<file path="src/rtl/ecdh_operand_loader.sv">
// ECDH operand loader: assembles {k, Px, Py} from a word stream,
// range-checks them, fires the multiplier and waits for its result.
module ecdh_operand_loader #(
  parameter int BW = 192,
  parameter int W = 32,
  parameter logic [BW-1:0] PRIME =
    192'hFFFFFFFFFFFFFFFFFFFFFFFFFFFFFFFEFFFFFFFFFFFFFFFF,
  parameter int TIMEOUT = 1 << 20
) (
  input  logic          clk,
  input  logic          rst,
  input  logic          in_valid,
  output logic          in_ready,
  input  logic [W-1:0]  in_data,
  input  logic          flush,
  output logic [BW-1:0] k,
  output logic [BW-1:0] Px,
  output logic [BW-1:0] Py,
  output logic          start,
  input  logic          mul_valid,
  output logic          busy,
  output logic          done,
  output logic          err,
  output logic [1:0]    err_code
);

  localparam int NW = 3 * BW / W;
  localparam int CW = $clog2(NW);
  localparam int TW = $clog2(TIMEOUT + 1);

  typedef enum logic [1:0] {
    S_LOAD,
    S_CHECK,
    S_FIRE,
    S_WAIT
  } state_t;

  state_t          state_q, state_d;
  logic [CW-1:0]   cnt_q, cnt_d;
  logic [3*BW-1:0] sr_q, sr_d;
  logic [TW-1:0]   wdog_q, wdog_d;
  logic            done_q, done_d;
  logic            err_q, err_d;
  logic [1:0]      code_q, code_d;

  // Operands come straight from the shift register, which only
  // moves in LOAD, so they hold through FIRE and WAIT.
  assign k  = sr_q[3*BW-1:2*BW];
  assign Px = sr_q[2*BW-1:BW];
  assign Py = sr_q[BW-1:0];

  assign in_ready = (state_q == S_LOAD);
  assign start    = (state_q == S_FIRE);
  assign busy     = (state_q == S_WAIT);
  assign done     = done_q;
  assign err      = err_q;
  assign err_code = code_q;

  always_comb begin
    state_d = state_q;
    cnt_d   = cnt_q;
    sr_d    = sr_q;
    wdog_d  = wdog_q;
    done_d  = 1'b0;
    err_d   = 1'b0;
    code_d  = code_q;
    unique case (state_q)
      S_LOAD: begin
        if (flush) begin
          cnt_d = '0;
        end else if (in_valid) begin
          sr_d = {sr_q[3*BW-W-1:0], in_data};
          if (cnt_q == CW'(NW - 1)) begin
            cnt_d   = '0;
            state_d = S_CHECK;
          end else begin
            cnt_d = cnt_q + CW'(1);
          end
        end
      end
      S_CHECK: begin
        if (k == '0) begin
          code_d  = 2'd1;
          err_d   = 1'b1;
          state_d = S_LOAD;
        end else if (Px >= PRIME || Py >= PRIME) begin
          code_d  = 2'd2;
          err_d   = 1'b1;
          state_d = S_LOAD;
        end else begin
          code_d  = 2'd0;
          state_d = S_FIRE;
        end
      end
      S_FIRE: begin
        wdog_d  = '0;
        state_d = S_WAIT;
      end
      S_WAIT: begin
        // A result arriving on the timeout cycle still counts.
        if (mul_valid) begin
          done_d  = 1'b1;
          state_d = S_LOAD;
        end else if (wdog_q == TW'(TIMEOUT - 1)) begin
          code_d  = 2'd3;
          err_d   = 1'b1;
          state_d = S_LOAD;
        end else begin
          wdog_d = wdog_q + TW'(1);
        end
      end
      default: state_d = S_LOAD;
    endcase
  end

  always_ff @(posedge clk or posedge rst) begin
    if (rst) begin
      state_q <= S_LOAD;
      cnt_q   <= '0;
      sr_q    <= '0;
      wdog_q  <= '0;
      done_q  <= 1'b0;
      err_q   <= 1'b0;
      code_q  <= 2'd0;
    end else begin
      state_q <= state_d;
      cnt_q   <= cnt_d;
      sr_q    <= sr_d;
      wdog_q  <= wdog_d;
      done_q  <= done_d;
      err_q   <= err_d;
      code_q  <= code_d;
    end
  end

endmodule

</file>
<file path="config.mk">
export PLATFORM = sky130hd
export DESIGN_NAME = ecdh_operand_loader
export DESIGN_NICKNAME = d
export VERILOG_FILES = /design/src/rtl/ecdh_operand_loader.sv
export SDC_FILE = /design/constraint.sdc
export NUM_CORES = 2
export LEC_CHECK = 0
export ABC_CLOCK_PERIOD_IN_PS = 28000
export CAP_MARGIN = 40
export CORE_AREA = 2 2 239 241
export DETAILED_ROUTE_END_ITERATION = 6
export DIE_AREA = 0 0 241 243
export GPL_ROUTABILITY_DRIVEN = 1
export HOLD_SLACK_MARGIN = 0.06
export PLACE_DENSITY = 0.72
export REMOVE_ABC_BUFFERS = 1
export SYNTH_ARGS = -nofsm -noshare
export SYNTH_HDL_FRONTEND = slang
export SYNTH_SLANG_ARGS = --single-unit
</file>
<file path="constraint.sdc">
create_clock -name clk -period 28 [get_ports clk]
set_input_delay 4.2 -clock clk [delete_from_list [all_inputs] [get_ports clk]]
set_output_delay 4.2 -clock clk [all_outputs]
set_load 0.005 [all_outputs]
</file>
# Word-level counts from Yosys, hierarchy flattened
# Index checks and enable logic that the tools add are counted.
[totals]
regBits = 608
input_bits = 37
output_inout_bits = 583
wordCells = 61
[op_classes]
add_sub_neg = 2
order_cmp = 2
eq_ne = 12
n_mux = 26
bitwise_logic = 1
n_reduce_logical = 11
[ops]
columns = ["operator", "count"]
rows = [
  [">= comparator 192 bit, second input constant", 2],
  ["zero test 192 bit", 1],
  ["two-way mux 21 bit", 2],
  ["case mux 21 bit (2 select lines)", 1],
  ["two-way mux 2 bit", 11],
  ["adder 21 x 1 -> 21 bit, second input constant", 1],
  ["equality test 21 x 20 -> 1 bit, second input constant", 1],
  ["two-way mux 5 bit", 3],
  ["AND reduction 3 bit", 3],
  ["inequality test 2 bit, second input constant", 4],
  ["case mux 2 bit (4 select lines)", 1],
  ["two-way mux 1 bit", 6],
  ["nonzero test 2 bit", 3],
  ["adder 5 x 1 -> 5 bit, second input constant", 1],
  ["equality test 5 bit, second input constant", 1],
  ["equality test 2 bit, second input constant", 2],
  ["inequality test 2 x 1 -> 1 bit, second input constant", 2],
  ["case mux 2 bit (2 select lines)", 1],
  ["AND reduction 4 bit", 1],
  ["inequality test 3 x 2 -> 1 bit, second input constant", 1],
  ["equality test 2 x 1 -> 1 bit, second input constant", 1],
  ["zero test 2 bit", 1],
  ["case mux 1 bit (2 select lines)", 1],
  ["AND reduction 2 bit", 1],
  ["2 further kinds", 2],
]

# Logic depth before layout (Yosys ltp)
[depth]
word_depth = 5
mapped_depth = 9
depth_no_buf = 8

# Worst setup path after synthesis
# OpenSTA, ideal clock, no wires.
[synth_timing]
kind = "input to register"
start = "in flush"
end = "reg sr_q[26]"
setup_time_ns = 0.128
arrival_ns = 5.366
required_time_ns = 27.872
setup_slack_ns = 22.506
stages = 7
path_buffers = 4
cell_sequence = "inv_1 -> and3_1 -> clkbuf_1 -> buf_2 -> buf_2 -> buf_2 -> mux2_1"
[synth_between]
elab_chain_cells = 2
[synth_rtl]
columns = ["item", "line", "source"]
rows = [
  ["start: declaration", "15", "input logic flush,"],
  ["inverter 1 bit (no source line)", "n/a", ""],
  ["AND reduction 3 bit (no source line)", "n/a", ""],
  ["end signal: assignment", "128", "sr_q <= sr_d;"],
  ["end: declaration", "40", "logic [3*BW-1:0] sr_q, sr_d;"],
]
# No other way between the ends.
# A chain may end at the register's enable or synchronous reset.

# Worst setup path in the final report
[layout_timing]
start = "in in_valid"
end = "reg sr_q[515]"
[layout_between]
elab_chain_cells = 1
[layout_rtl]
columns = ["item", "line", "source"]
rows = [
  ["start: declaration", "12", "input logic in_valid,"],
  ["AND reduction 3 bit (no source line)", "n/a", ""],
]
# No other way between the ends.

==> flow_summary.json <==
{
  "grt_max_degree": 184,
  "tritoncts": "built",
  "async_flop_share_pct": 100,
  "tightest_slew_ns": 1.06,
  "vias": 16600,
  "vias_per_cell": 5.45,
  "worstPathArrival_ns": 7.94,
  "rows": 87,
  "postSynthAreaPerCell_um2": 15.2,
  "cts_hold_buffers": 0,
  "grt_pass1_wl_um": 123000,
  "synth-seq-cells": 608,
  "reg2reg_to": "sr_q[515]$_DFFE_PP0P_",
  "crit_path_end_kind": "flip-flop",
  "synthToLayoutAreaGrowth_pct": 38.4,
  "drtPass1Iterations": 4,
  "r2r_cells": 9,
  "core-area_um2": 56000,
  "antenna_found_initial": 4,
  "antenna_left": 0,
  "holdPathEnd": "cnt_q[4]$_DFFE_PP0P_",
  "clk_latency_ns": 0.59,
  "pin_count": 620,
  "gp_congestion": 0.903,
  "finalNonFillerCells": 3036,
  "synth_most_common_cell": "dfrtp_1",
  "root_buffer": "clkbuf_16",
  "start_util_pct": 43.2,
  "yosys-top-cells-area": "dfrtp_1, mux2_1, nand4_1",
  "overflow": 0,
  "die_area_um2": 58600,
  "post_cts_resized": 0,
  "r2r_start": "state_q[0]$_DFFE_PP0P_",
  "finClkSkew_ns": 0.0218,
  "place_area_um2": 31300,
  "dr.max_layer_used": "met5",
  "numPortBuffers": 619,
  "synth_area_um2": 24200,
  "cts_setup_buffers": 0,
  "whs_ns": 0.501,
  "wl_per_cell_um": 27.8,
  "die_h_um": 243,
  "ys_warn_count": 0,
  "min_period_ns": 7.47,
  "slew_violations": 0,
  "max_freq_mhz": 134,
  "cap_violations": 0,
  "clock_sinks": 608,
  "yosysTopAreaCell": "dfrtp_1",
  "numPlacedInstances": 2920,
  "dp_hpwl_um": 64600,
  "fin_util_pct": 59.8,
  "nNetsFinal": 2273,
  "synthCells": 1593,
  "synth.distinct_cells": 40,
  "route.met2.wl_um": 43000,
  "htree_levels": 3,
  "total_leakage_power_uw": 0.0144,
  "status": "finished, final reports clean",
  "wl_met1_um": 30100,
  "fp.dieW_um": 241,
  "maxSlewHeadroom_pct": 29.0,
  "path_clk_slew_ns": 0.06,
  "final_layout_size_suffix_gt1_share_pct": 6.01,
  "r2r_slack_ns": 23.94,
  "num-fill-cells": 4461,
  "hold_violations": 0,
  "path_class": "in2reg",
  "post-route-period-util_pct": 26.7,
  "setup_viol": 0,
  "grtUsageTotal_pct": 28.9,
  "netlist.area_leader.share_pct": 63.0,
  "clockBufferDepth": 3,
  "critPathLaunchType": "primary input",
  "worstHoldPathCells": 1,
  "cts_made_buffers": 67,
  "fin_setup_tns_ns": 0,
  "wl_met3_um": 7660,
  "ys_top_cells_by_count": "dfrtp_1, mux2_1, nand4_1",
  "ys_seq_area_share_pct": 63.0,
  "drt_iter0_markers": 1053,
  "cp_data_required_time_ns": 28.47,
  "synth_edf_count": 0,
  "ys.flop_type": "dfrtp_1",
  "postLayoutCellArea_um2": 33500,
  "drt_wl_total_um": 84600,
  "max-vdd-ir-drop_mv": 0.0644,
  "drcViolationCount": 0,
  "min-delay-start": "cnt_q[4]$_DFFE_PP0P_",
  "crit_path_max_fanout": 69,
  "hold_path.class": "reg2reg",
  "p_per_area_nw_per_um2": 119,
  "rsz0062_at_grt": "no",
  "grt_pass1_vias": 17600
}
## layout by cell type, fill, tap and decap left out, types with 3 or more instances in the layout
cell type        count
clkbuf_8            12
xor2_1               3
xnor2_1             16
nor3_1              11
dfrtp_1            608
mux2_1             575
a21oi_1              4
clkinvlp_4           3
nand3_1             16
inv_1                6
buf_4               13
clkdlybuf4s50_1    619
clkbuf_16           71
nand2_1             19
nor2_1              26
nor3_2               6
nand4_1            111
a31oi_1              4
buf_16               9
clkbuf_1            18
nor4_2               4
o21ai_1             11
ha_1                 3
nor4_1              72
clkinv_2             8
## critical path: stages
cell             delay [ns]
clkdlybuf4s50_1        0.50
and3_4                 0.30
buf_16                 0.30
buf_4                  0.74
buf_4                  0.34
buf_16                 0.33
buf_4                  0.38
buf_16                 0.32
mux2_1                 0.38
## area by class of cell
cell class	instances	area (um^2)	area share [%]
well taps	756	946	2.83
diodes	1	2.50	0.00748
inverters	8	37.5	0.112
clock buffers	101	2010	6.01
flip-flops and latches	608	15200	45.5
multi-input cells	906	8550	25.6
clock inverters	14	131	0.393
repair buffers	642	6560	19.6
## state kept, by name, summed over array words and instances, names as in the netlist, named ones only
name      flops
cnt_q         5
err           1
sr_q        576
wdog_q       21
state_q       1
done          1
err_code      2
## worst max-delay path by stage
| stage | start | end | slack, ns |
|---|---|---|---|
| after floorplan | rst | async pin | 6.78 |
| after global placement | flush | sr_q[515]$_DFFE_PP0P_ | 19.18 |
| after detailed placement | in_valid | sr_q[515]$_DFFE_PP0P_ | 19.94 |
| after CTS | in_valid | sr_q[515]$_DFFE_PP0P_ | 20.56 |
| after global routing | in_valid | sr_q[515]$_DFFE_PP0P_ | 20.36 |
| final | in_valid | sr_q[515]$_DFFE_PP0P_ | 20.53 |
## logic make-up (layout without fill, tap and decap cells)
family / after synthesis / in the layout / synth area share, %
compound gates: 27 / 27 / 0.740
xor+xnor: 19 / 19 / 0.689
fa+ha+maj: 3 / 3 / 0.155
buf+inv: 79 / 765 / 1.69
flops: 608 / 608 / 63.0
mux: 575 / 575 / 26.8
other cells: 0 / 1 / 0
simple gates: 282 / 282 / 6.97
## metrics by stage
| stage | total power (uW) | setup WS (ns) |
|---|---|---|
| after floorplan | 2120 | 6.78 |
| after CTS | 4020 | 20.56 |
| after detailed placement | 3140 | 19.94 |
| after global placement | 3090 | 19.18 |
| after global routing | 4180 | 20.36 |
| final | 3990 | 20.53 |
## power breakdown
group / internal [uW] / leakage, uW / switching [uW]
Combinational: 854 / 0.00573 / 526
Clock: 513 / 0.00105 / 351
Sequential: 1230 / 0.00767 / 516
Total: 2590 / 0.0144 / 1390
## metal layers
metal / GRT usage, % / up-vias
met2: 50.1 / 625
li1: - / 7221
met4: 12.7 / 4
met5: 0 / -
met3: 9.95 / 150
met1: 31.9 / 8559
(Power assumes the default switching activity.)
